`src/rtl/ppu_pkg.sv`:
```
// rtl/ppu_pkg.sv - shared types, sizes and palette mirroring for the PPU line buffer
package ppu_pkg;

    typedef logic [5:0] colour_t;

    localparam int LINE_W    = 256;
    localparam int PAL_DEPTH = 32;

    // Sprite backdrop slots $10/$14/$18/$1C alias the background slots $00/$04/$08/$0C.
    function automatic logic [4:0] pal_mirror(input logic [4:0] addr);
        return (addr[4] && (addr[1:0] == 2'b00)) ? {1'b0, addr[3:0]} : addr;
    endfunction

endpackage

```
`src/rtl/ppu_line_buffer_if.sv`:
```
// rtl/ppu_line_buffer_if.sv - pixel, palette-CPU and display-read signals of the PPU line buffer
interface ppu_line_buffer_if;
    import ppu_pkg::*;

    logic [4:0] pixel;
    logic       pixel_valid;
    logic       line_swap;
    logic       pal_we;
    logic [4:0] pal_addr;
    colour_t    pal_wdata;
    colour_t    pal_rdata;
    logic       rd_en;
    logic [7:0] rd_x;
    colour_t    colour_out;
    logic       colour_valid;
    logic       line_full;
    logic       greyscale;

    modport master (
        output pixel, pixel_valid, line_swap, pal_we, pal_addr, pal_wdata,
        output rd_en, rd_x, greyscale,
        input  pal_rdata, colour_out, colour_valid, line_full
    );

    modport slave (
        input  pixel, pixel_valid, line_swap, pal_we, pal_addr, pal_wdata,
        input  rd_en, rd_x, greyscale,
        output pal_rdata, colour_out, colour_valid, line_full
    );

endinterface

```
`src/rtl/ppu_palette_ram.sv`:
```
// rtl/ppu_palette_ram.sv - 32x6 palette storage: registered pixel lookup port plus CPU write/read port
module ppu_palette_ram
    import ppu_pkg::*;
#(
    parameter int DEPTH = PAL_DEPTH
) (
    input  logic       i_clk,
    input  logic       i_reset,
    input  logic [4:0] i_lk_addr,
    output colour_t    o_lk_data,
    input  logic       i_we,
    input  logic [4:0] i_cpu_addr,
    input  colour_t    i_wdata,
    output colour_t    o_rdata
);

    colour_t    r_mem [DEPTH];
    colour_t    r_lk_data;
    colour_t    r_rdata;
    logic [4:0] w_cpu_addr;

    assign w_cpu_addr = pal_mirror(i_cpu_addr);

    // Both reads sample the pre-write contents, so a same-edge write is seen one cycle later.
    always_ff @(posedge i_clk) begin
        if (i_we)
            r_mem[w_cpu_addr] <= i_wdata;
        r_lk_data <= r_mem[i_lk_addr];
    end

    always_ff @(posedge i_clk or negedge i_reset) begin
        if (!i_reset)
            r_rdata <= '0;
        else
            r_rdata <= r_mem[w_cpu_addr];
    end

    assign o_lk_data = r_lk_data;
    assign o_rdata   = r_rdata;

endmodule

```
`src/rtl/ppu_line_buffer.sv`:
```
// rtl/ppu_line_buffer.sv - palette resolve and double-buffered scanline store for the PPU background
// Optional feature: PPU_LB_GREYSCALE_EN masks display colours to the grey column when greyscale is set.
module ppu_line_buffer
    import ppu_pkg::*;
#(
    parameter int LINE_W    = 256,
    parameter int PAL_DEPTH = 32
) (
    input  logic           i_clk,
    input  logic           i_reset,
    ppu_line_buffer_if.slave bus
);

    logic       r_wr_bank;
    logic [8:0] r_wr_x;
    logic       r_s0_valid;
    logic       r_s0_bank;
    logic [7:0] r_s0_x;
    logic [4:0] r_s0_addr;
    logic       r_s1_valid;
    logic       r_s1_bank;
    logic [7:0] r_s1_x;
    colour_t    r_colour;
    logic       r_colour_valid;
    colour_t    r_linebuf [2][LINE_W];

    logic       w_line_full;
    logic       w_take;
    logic [4:0] w_pix_addr;
    colour_t    w_lk_data;
    colour_t    w_rd_raw;
    colour_t    w_rd_colour;

    assign w_line_full = (r_wr_x == 9'(LINE_W));
    // A swap reopens the line, so a pixel arriving with it is accepted even when full.
    assign w_take      = bus.pixel_valid && (bus.line_swap || !w_line_full);
    assign w_pix_addr  = (bus.pixel[1:0] == 2'b00) ? 5'h00 : pal_mirror(bus.pixel);
    assign w_rd_raw    = r_linebuf[~r_wr_bank][bus.rd_x];

`ifdef PPU_LB_GREYSCALE_EN
    assign w_rd_colour = bus.greyscale ? (w_rd_raw & 6'h30) : w_rd_raw;
`else
    assign w_rd_colour = w_rd_raw;
`endif

    ppu_palette_ram #(
        .DEPTH (PAL_DEPTH)
    ) u_palette (
        .i_clk      (i_clk),
        .i_reset    (i_reset),
        .i_lk_addr  (r_s0_addr),
        .o_lk_data  (w_lk_data),
        .i_we       (bus.pal_we),
        .i_cpu_addr (bus.pal_addr),
        .i_wdata    (bus.pal_wdata),
        .o_rdata    (bus.pal_rdata)
    );

    always_ff @(posedge i_clk or negedge i_reset) begin
        if (!i_reset) begin
            r_wr_bank      <= 1'b0;
            r_wr_x         <= '0;
            r_s0_valid     <= 1'b0;
            r_s0_bank      <= 1'b0;
            r_s0_x         <= '0;
            r_s0_addr      <= '0;
            r_s1_valid     <= 1'b0;
            r_s1_bank      <= 1'b0;
            r_s1_x         <= '0;
            r_colour       <= '0;
            r_colour_valid <= 1'b0;
        end else begin
            r_s0_valid <= w_take;
            if (w_take) begin
                r_s0_addr <= w_pix_addr;
                r_s0_bank <= bus.line_swap ? ~r_wr_bank : r_wr_bank;
                r_s0_x    <= bus.line_swap ? 8'd0 : r_wr_x[7:0];
            end

            if (bus.line_swap) begin
                r_wr_bank <= ~r_wr_bank;
                r_wr_x    <= {8'd0, bus.pixel_valid};
            end else if (w_take) begin
                r_wr_x <= r_wr_x + 9'd1;
            end

            // Bank and column travel with the pixel so a swap cannot redirect it.
            r_s1_valid <= r_s0_valid;
            r_s1_bank  <= r_s0_bank;
            r_s1_x     <= r_s0_x;

            r_colour_valid <= bus.rd_en;
            if (bus.rd_en)
                r_colour <= w_rd_colour;
        end
    end

    always_ff @(posedge i_clk) begin
        if (r_s1_valid)
            r_linebuf[r_s1_bank][r_s1_x] <= w_lk_data;
    end

    assign bus.colour_out   = r_colour;
    assign bus.colour_valid = r_colour_valid;
    assign bus.line_full    = w_line_full;

endmodule

```
`src/flat_wrapper.sv`:
```
// flat-port wrapper written by rule: the top's interface ports become plain ports
module ppu_line_buffer_flat import ppu_pkg::*;
#(
    parameter int LINE_W    = 256,
    parameter int PAL_DEPTH = 32
)
  (i_clk, i_reset, bus_pixel, bus_pixel_valid, bus_line_swap, bus_pal_we, bus_pal_addr, bus_pal_wdata, bus_rd_en, bus_rd_x, bus_greyscale, bus_pal_rdata, bus_colour_out, bus_colour_valid, bus_line_full);
  ppu_line_buffer_if bus_i ();
  input  logic i_clk;
  input  logic i_reset;
  input wire logic [$bits(bus_i.pixel)-1:0] bus_pixel;
  input wire logic [$bits(bus_i.pixel_valid)-1:0] bus_pixel_valid;
  input wire logic [$bits(bus_i.line_swap)-1:0] bus_line_swap;
  input wire logic [$bits(bus_i.pal_we)-1:0] bus_pal_we;
  input wire logic [$bits(bus_i.pal_addr)-1:0] bus_pal_addr;
  input wire logic [$bits(bus_i.pal_wdata)-1:0] bus_pal_wdata;
  input wire logic [$bits(bus_i.rd_en)-1:0] bus_rd_en;
  input wire logic [$bits(bus_i.rd_x)-1:0] bus_rd_x;
  input wire logic [$bits(bus_i.greyscale)-1:0] bus_greyscale;
  output wire logic [$bits(bus_i.pal_rdata)-1:0] bus_pal_rdata;
  output wire logic [$bits(bus_i.colour_out)-1:0] bus_colour_out;
  output wire logic [$bits(bus_i.colour_valid)-1:0] bus_colour_valid;
  output wire logic [$bits(bus_i.line_full)-1:0] bus_line_full;
  assign bus_i.pixel = bus_pixel;
  assign bus_i.pixel_valid = bus_pixel_valid;
  assign bus_i.line_swap = bus_line_swap;
  assign bus_i.pal_we = bus_pal_we;
  assign bus_i.pal_addr = bus_pal_addr;
  assign bus_i.pal_wdata = bus_pal_wdata;
  assign bus_i.rd_en = bus_rd_en;
  assign bus_i.rd_x = bus_rd_x;
  assign bus_i.greyscale = bus_greyscale;
  assign bus_pal_rdata = bus_i.pal_rdata;
  assign bus_colour_out = bus_i.colour_out;
  assign bus_colour_valid = bus_i.colour_valid;
  assign bus_line_full = bus_i.line_full;
  ppu_line_buffer #(.LINE_W(LINE_W), .PAL_DEPTH(PAL_DEPTH)) u_core (.i_clk(i_clk), .i_reset(i_reset), .bus(bus_i));
endmodule
```
`config.mk`:
```
export PLATFORM = sky130hd
export DESIGN_NAME = ppu_line_buffer_flat
export DESIGN_NICKNAME = d
export VERILOG_FILES = /design/src/rtl/ppu_pkg.sv /design/src/rtl/ppu_line_buffer_if.sv /design/src/rtl/ppu_palette_ram.sv /design/src/rtl/ppu_line_buffer.sv /design/src/flat_wrapper.sv
export SDC_FILE = /design/constraint.sdc
export NUM_CORES = 2
export LEC_CHECK = 0
export BUFFER_PORTS_ARGS = -buffer_cell sky130_fd_sc_hd__buf_2
export CAP_MARGIN = 20
export CORE_ASPECT_RATIO = 1.1
export CORE_MARGIN = 2
export CORE_UTILIZATION = 55
export DETAILED_ROUTE_END_ITERATION = 7
export HOLD_SLACK_MARGIN = 0.08
export PLACE_DENSITY_LB_ADDON = 0.05
export SYNTH_ARGS = -nofsm -noshare
export SYNTH_HDL_FRONTEND = slang
export SYNTH_SLANG_ARGS = --single-unit
```
`constraint.sdc`:
```
create_clock -name i_clk -period 11.5 [get_ports i_clk]
set_input_delay 1.15 -clock i_clk [delete_from_list [all_inputs] [get_ports i_clk]]
set_output_delay 1.15 -clock i_clk [all_outputs]
set_load 0.01 [all_outputs]
```
# After elaboration in Yosys (flattened, before gate mapping)
# Memories as Yosys holds them, arrays and structs flattened. A register that Yosys moved wholly into a read port is not among the register bits.
# Cells that the tools add are included.
# totals
mem_count	2
ram_bits	3264
in_bits	31
elab_cells	47
ff_bits	42
# classes
mux	16
n_reduce_logical	10
n_bitwise	3
addsub	1
n_eq_ne	1
magnitude_cmp	3
# mem_list
memory	depth	width	rd	rd_clocked_by_memory_dff	write_ports	line_no	source
u_core.r_linebuf	2	1536	1	0	1	ppu_line_buffer.sv:25	colour_t r_linebuf [2][LINE_W];
u_core.u_palette.r_mem	32	6	2	2	1	ppu_palette_ram.sv:17	colour_t r_mem [DEPTH];
# op_table
operator	n
two-way mux 1536 bit	1
binary-select mux 6 bit (select 8 bit)	1
demux 6 bit (select 8 bit)	1
>= comparator 9 bit (second input constant)	2
two-way mux 6 bit	3
two-way mux 9 bit	2
NOT 8 -> 9 bit	2
two-way mux 5 bit	3
adder 9 x 1 -> 9 bit (second input constant)	1
equality test 9 bit (second input constant)	1
less-than comparator 9 x 1 -> 1 bit (second input constant)	1
two-way mux 8 bit	1
logical AND 1 bit	4
logical NOT 2 bit	2
two-way mux 1 bit	4
logical NOT 1 bit	2
nonzero test 2 bit	1
logical OR 1 bit	1
NOT 1 bit	1

# Logic depth before layout (Yosys ltp)
# depth
ltp_word	6
ltp_mapped	13
depth_no_buf	8

# Hierarchy
# A second synthesis with hierarchy kept.
# hier_totals
hier_cells	6272
area_unflattened_um2	130639.0
# modules_own_cells
mod	instances	cells_each	area_per_inst_um2
ppu_line_buffer	1	5794	121328.9
ppu_palette_ram	1	478	9310.2

# Least setup slack after synthesis
# Ideal clock, no wire load.
# synth_timing
kind	register -> register
from	reg u_core.u_palette.r_lk_data[0], in the netlist u_core.u_palette.o_lk_data[0], read port of u_core.u_palette.r_mem
to	mem u_core.r_linebuf[0][0] (netlist name), data pin
path_buffers	0
arrival_ns	6.499
synth_period_minus_slack_ns	8.004
t_required_ns	9.994
stages_incl_launch_ff	1
setup_slack_ns	3.496
setup_time_ns	1.506
cell_sequence	dfxtp_1
# synth_rtl
element	line_no	source
start: declaration	ppu_palette_ram.sv:18	colour_t r_lk_data;
end: declaration	ppu_line_buffer.sv:25	
# Straight into the memory's write port.

# Final worst setup path
# layout_timing
from	reg u_core.r_wr_bank
to	reg u_core.r_colour[5], in the netlist u_core.bus.colour_out[5]
# layout_between
elab_chain_cells	5
# layout_rtl
element	line_no	source
start: declaration	ppu_line_buffer.sv:14	logic r_wr_bank;
start signal: assignment	ppu_line_buffer.sv:81	r_wr_bank <= ~r_wr_bank;
NOT 1 bit	ppu_line_buffer.sv:38	assign w_rd_raw = r_linebuf[~r_wr_bank][bus.rd_x];
memory (2 x 1536 bit)	--	
binary-select mux 6 bit (select 8 bit)	ppu_line_buffer.sv:38	
two-way mux 6 bit (not written as such) (2 in series)	ppu_line_buffer.sv:38	
end signal: assignment	ppu_line_buffer.sv:94	r_colour <= w_rd_colour;
end: declaration	ppu_line_buffer.sv:23	colour_t r_colour;
# Every way passes these cells. The select of a mux whose other input is x is not followed.
# A chain may end at the register's enable or synchronous reset.

==> qor.txt <==
routed len/inst: 35.4 um
number of global-route vias before repair: 65,800
First-pass DRT Iterations: 5
via/cell ratio: 6.63
hpwl dp: 219,000 um
cell mode on critical path: buf_4
post-route design area: 145,000 um^2
ys async rst share: 0.0145
Crit path arrival time: 6.36 ns
leakage: 45.1 nW
hold_sp: u_core.r_s0_valid
Seq cells post-synth: 3,318
Sw Ratio: 0.253
power per cell area: 204 nW/um^2
placed cell areas: 135,000 um^2
crit path to: u_core.bus.colour_out[5]
Die Height: 516 um
M1 GR Usage: 0.400
total gr overflow: 0
data required time at the worst endpoint: 12.30 ns
Yosys top cell by area: edfxtp_1
first-pass GRT wire length: 497,000 um
final hold slack: 0.362 ns
CP endpoint kind: flop
met2 GRT Util: 0.468
P_sw: 7.50 mW
final setup margin: 5.94 ns
I/O Buffers: 43
sequential-to-total area share from yosys stat: 0.757
H-tree depth: 5
worst-path fanout max: 41
CP Cell Sequence: buf_4 -> buf_4 -> buf_4 -> mux4_2 -> mux2_2 -> a311o_1 -> o311ai_1 -> o211ai_1
WS Path Type: flop to flop
fraction of layout cells with a size suffix above 1: 0.234
setup_tns: 0 ns
post-CTS sizing: 0
outcome: finished with violations
GP Congestion: 0.862
RSZ-0062 raised after global routing: false
Reg2Reg Depth: 8
Post-Synth XOR/XNOR Area: 0.000601
final std cells w/o fill: 9,958
Synth top cells by count: 3,264 x edfxtp_1, 823 x mux4_2, 612 x nor2_1
via count: 66,000
initial antenna violation count: 11
Slew Limit Fails: 63
hold-fix buffers at CTS: 0
CTS Buffer Depth: 4
Reg2Reg Setup Slack: 5.94 ns
most common cell in the netlist: edfxtp_1
Inst Count DP: 9,345
CTS sink count: 3,318
combinational share of power: 0.159
post-synthesis mux area share: 0.162
total power: 29.6 mW
DRT iter0 DRCs: 8,235
worst skew pair latency: 0.96 ns
Critical Path Source Type: flop
final core occ: 0.611
largest family of logic cells by synthesized area: multiplexers
Initial Util: 0.552
synthesized instance count: 6,395
clk_skew: 0.0442 ns
worst slew pin tran: 1.55 ns
Post-Route WL: 353,000 um
clock network power share: 0.360
EDFF count, synth: 3,264
Worst Setup SP: u_core.r_wr_bank
sequential share of power: 0.481
All-Layer GR Usage: 0.291
adder-cell share of the synthesized area: 0.000191
TritonCTS clock tree: done
Synth Area in Compound Gates: 0.0260
Int Power: 22.1 mW
io pins: 45
fmax: 0.180 GHz
most common flop cell mapped by yosys: edfxtp_1
critical path's largest stage delay: 0.85 ns
Post-Synth Simple-Gate Area: 0.0351
Avg Cell Area, Syn: 20.5 um^2
top cell type's share of synthesized area: 0.747
post-route clock period utilization: 0.483
GR peak layer: met2
Max-cap violations: 0
M3 GR Usage: 0.0584
worst r2r src: u_core.r_wr_bank
core area: 238,000 um^2
Final Critical Period: 5.56 ns
violated checks: max-slew violations
Mapped Area: 131,000 um^2
drc violations: 0
Final nets: 6,591
worst vdd ir: 191 uV
Crit-path slowest cell: o311ai_1
Layout area overhead: 10.7%
Final Hold Fails: 0
Die X-Extent: 470 um
Synth cell types: 82
Hold WC Path Type: flop to flop
pre-CTS WS: 5.79 ns
die area: 242,000 um^2
worst relative slew slack: -0.0340
synth top area cells: edfxtp_1 75%, mux4_2 14%, nor2_1 1.8%
Root Buffer: clkbuf_16
Synth Warn #: 0
R2R Path End: u_core.bus.colour_out[5]
largest net degree at the start of global routing: 224
CTS buffer count: 342
Rows: 188
Final setup viols: 0
Post-DRT Antenna Nets: 0
# Post-CTS Setup Buffers: 0
Worst-path clk slew: 0.06 ns
[routing by layer]
layer / vias up / wire length, um
li1: 26700 / -
met1: 35400 / 138000
met2: 3227 / 172000
met3: 580 / 29000
met4: 4 / 13900
met5: - / 26
[power groups by stage]
stage,clock [mW],combinational (mW),sequential [mW]
global placement,0,4.68,14.5
CTS,10.8,4.76,14.3
finish,10.7,4.70,14.3
detailed placement,0,4.75,14.5
floorplan,0,3.20,15.1
global route,11.3,4.99,14.3
[layout by cell type, fill, tap and decap left out, types with 10 or more instances in the layout]
cell type	netlist	final
mux2_2	54	54
dfrtp_1	48	45
nand3_1	58	49
clkbuf_16	0	345
edfxtp_1	3264	3264
a2111oi_0	14	12
nor3_1	42	41
clkbuf_1	183	72
clkinvlp_4	0	10
o21ai_0	49	47
diode_2	0	10
nand2b_1	17	15
a21oi_1	84	84
nand4_1	15	15
o221ai_1	40	40
o22ai_1	62	62
and2_1	25	24
nor4_1	14	12
buf_12	9	13
a211oi_1	32	32
bufinv_16	0	27
nor2_1	612	609
clkbuf_8	0	11
clkinv_1	2	70
a221oi_1	20	20
mux4_2	823	823
clkinv_2	0	54
mux2i_1	198	198
conb_1	1	24
a22oi_1	75	75
a31oi_1	19	19
and3_1	10	10
a22o_1	11	11
buf_4	34	140
nand2_1	224	220
buf_2	99	40
nor2b_1	32	26
[flip-flops by register name, indices dropped and copies added, names as in the netlist]
register and cells:
u_core.u_palette.r_mem 192, u_core.r_s1_x 8, u_core.bus.colour_valid 1, u_core.r_s0_valid 1, u_core.u_palette.o_lk_data 6, u_core.r_s0_bank 1, u_core.r_linebuf 3072, u_core.r_s0_addr 5
u_core.u_palette.o_rdata 6, u_core.r_wr_bank 1, u_core.r_s0_x 8, u_core.bus.colour_out 6, u_core.r_s1_bank 1, u_core.r_s1_valid 1, u_core.r_wr_x 9
[worst max-delay path: cells and delay by family, from the launching register on]
kind	cells	cell delay [ns]
flip-flops	1	0.79
multiplexers	2	0.90
AO/OA/AOI/OAI	3	1.46
buffers and inverters	3	2.14
[worst min path at each step]
stage / endpoint / slack, ns / depth (start not counted)
floorplan: u_core.r_s1_valid / 0.33 / 0
global placement: u_core.r_s1_valid / 0.34 / 0
detailed placement: u_core.r_s1_valid / 0.36 / 0
CTS: u_core.r_wr_x[2] / 0.34 / 2
global route: u_core.r_s1_valid / 0.38 / 0
finish: u_core.r_s1_valid / 0.36 / 0
[layout make-up]
class,instances,area [um^2]
Fill cell,16800,92600
Inverter,14,62.6
Tap cell,3135,3920
Antenna cell,10,25.0
Clock buffer,428,9050
Sequential cell,3318,99400
Multi-Input combinational cell,2680,29600
Timing Repair Buffer,202,1670
Clock inverter,171,1530
[cells by family after synthesis]
| family | after synthesis |
|---|---|
| flip-flops | 3318 |
| other | 1 |
| AND/OR/NAND/NOR | 1083 |
| XOR/XNOR | 9 |
| AO/OA/AOI/OAI | 482 |
| buffers and inverters | 420 |
| adder cells (fa/ha/maj) | 2 |
| multiplexers | 1080 |
(Power assumes the default switching activity.)
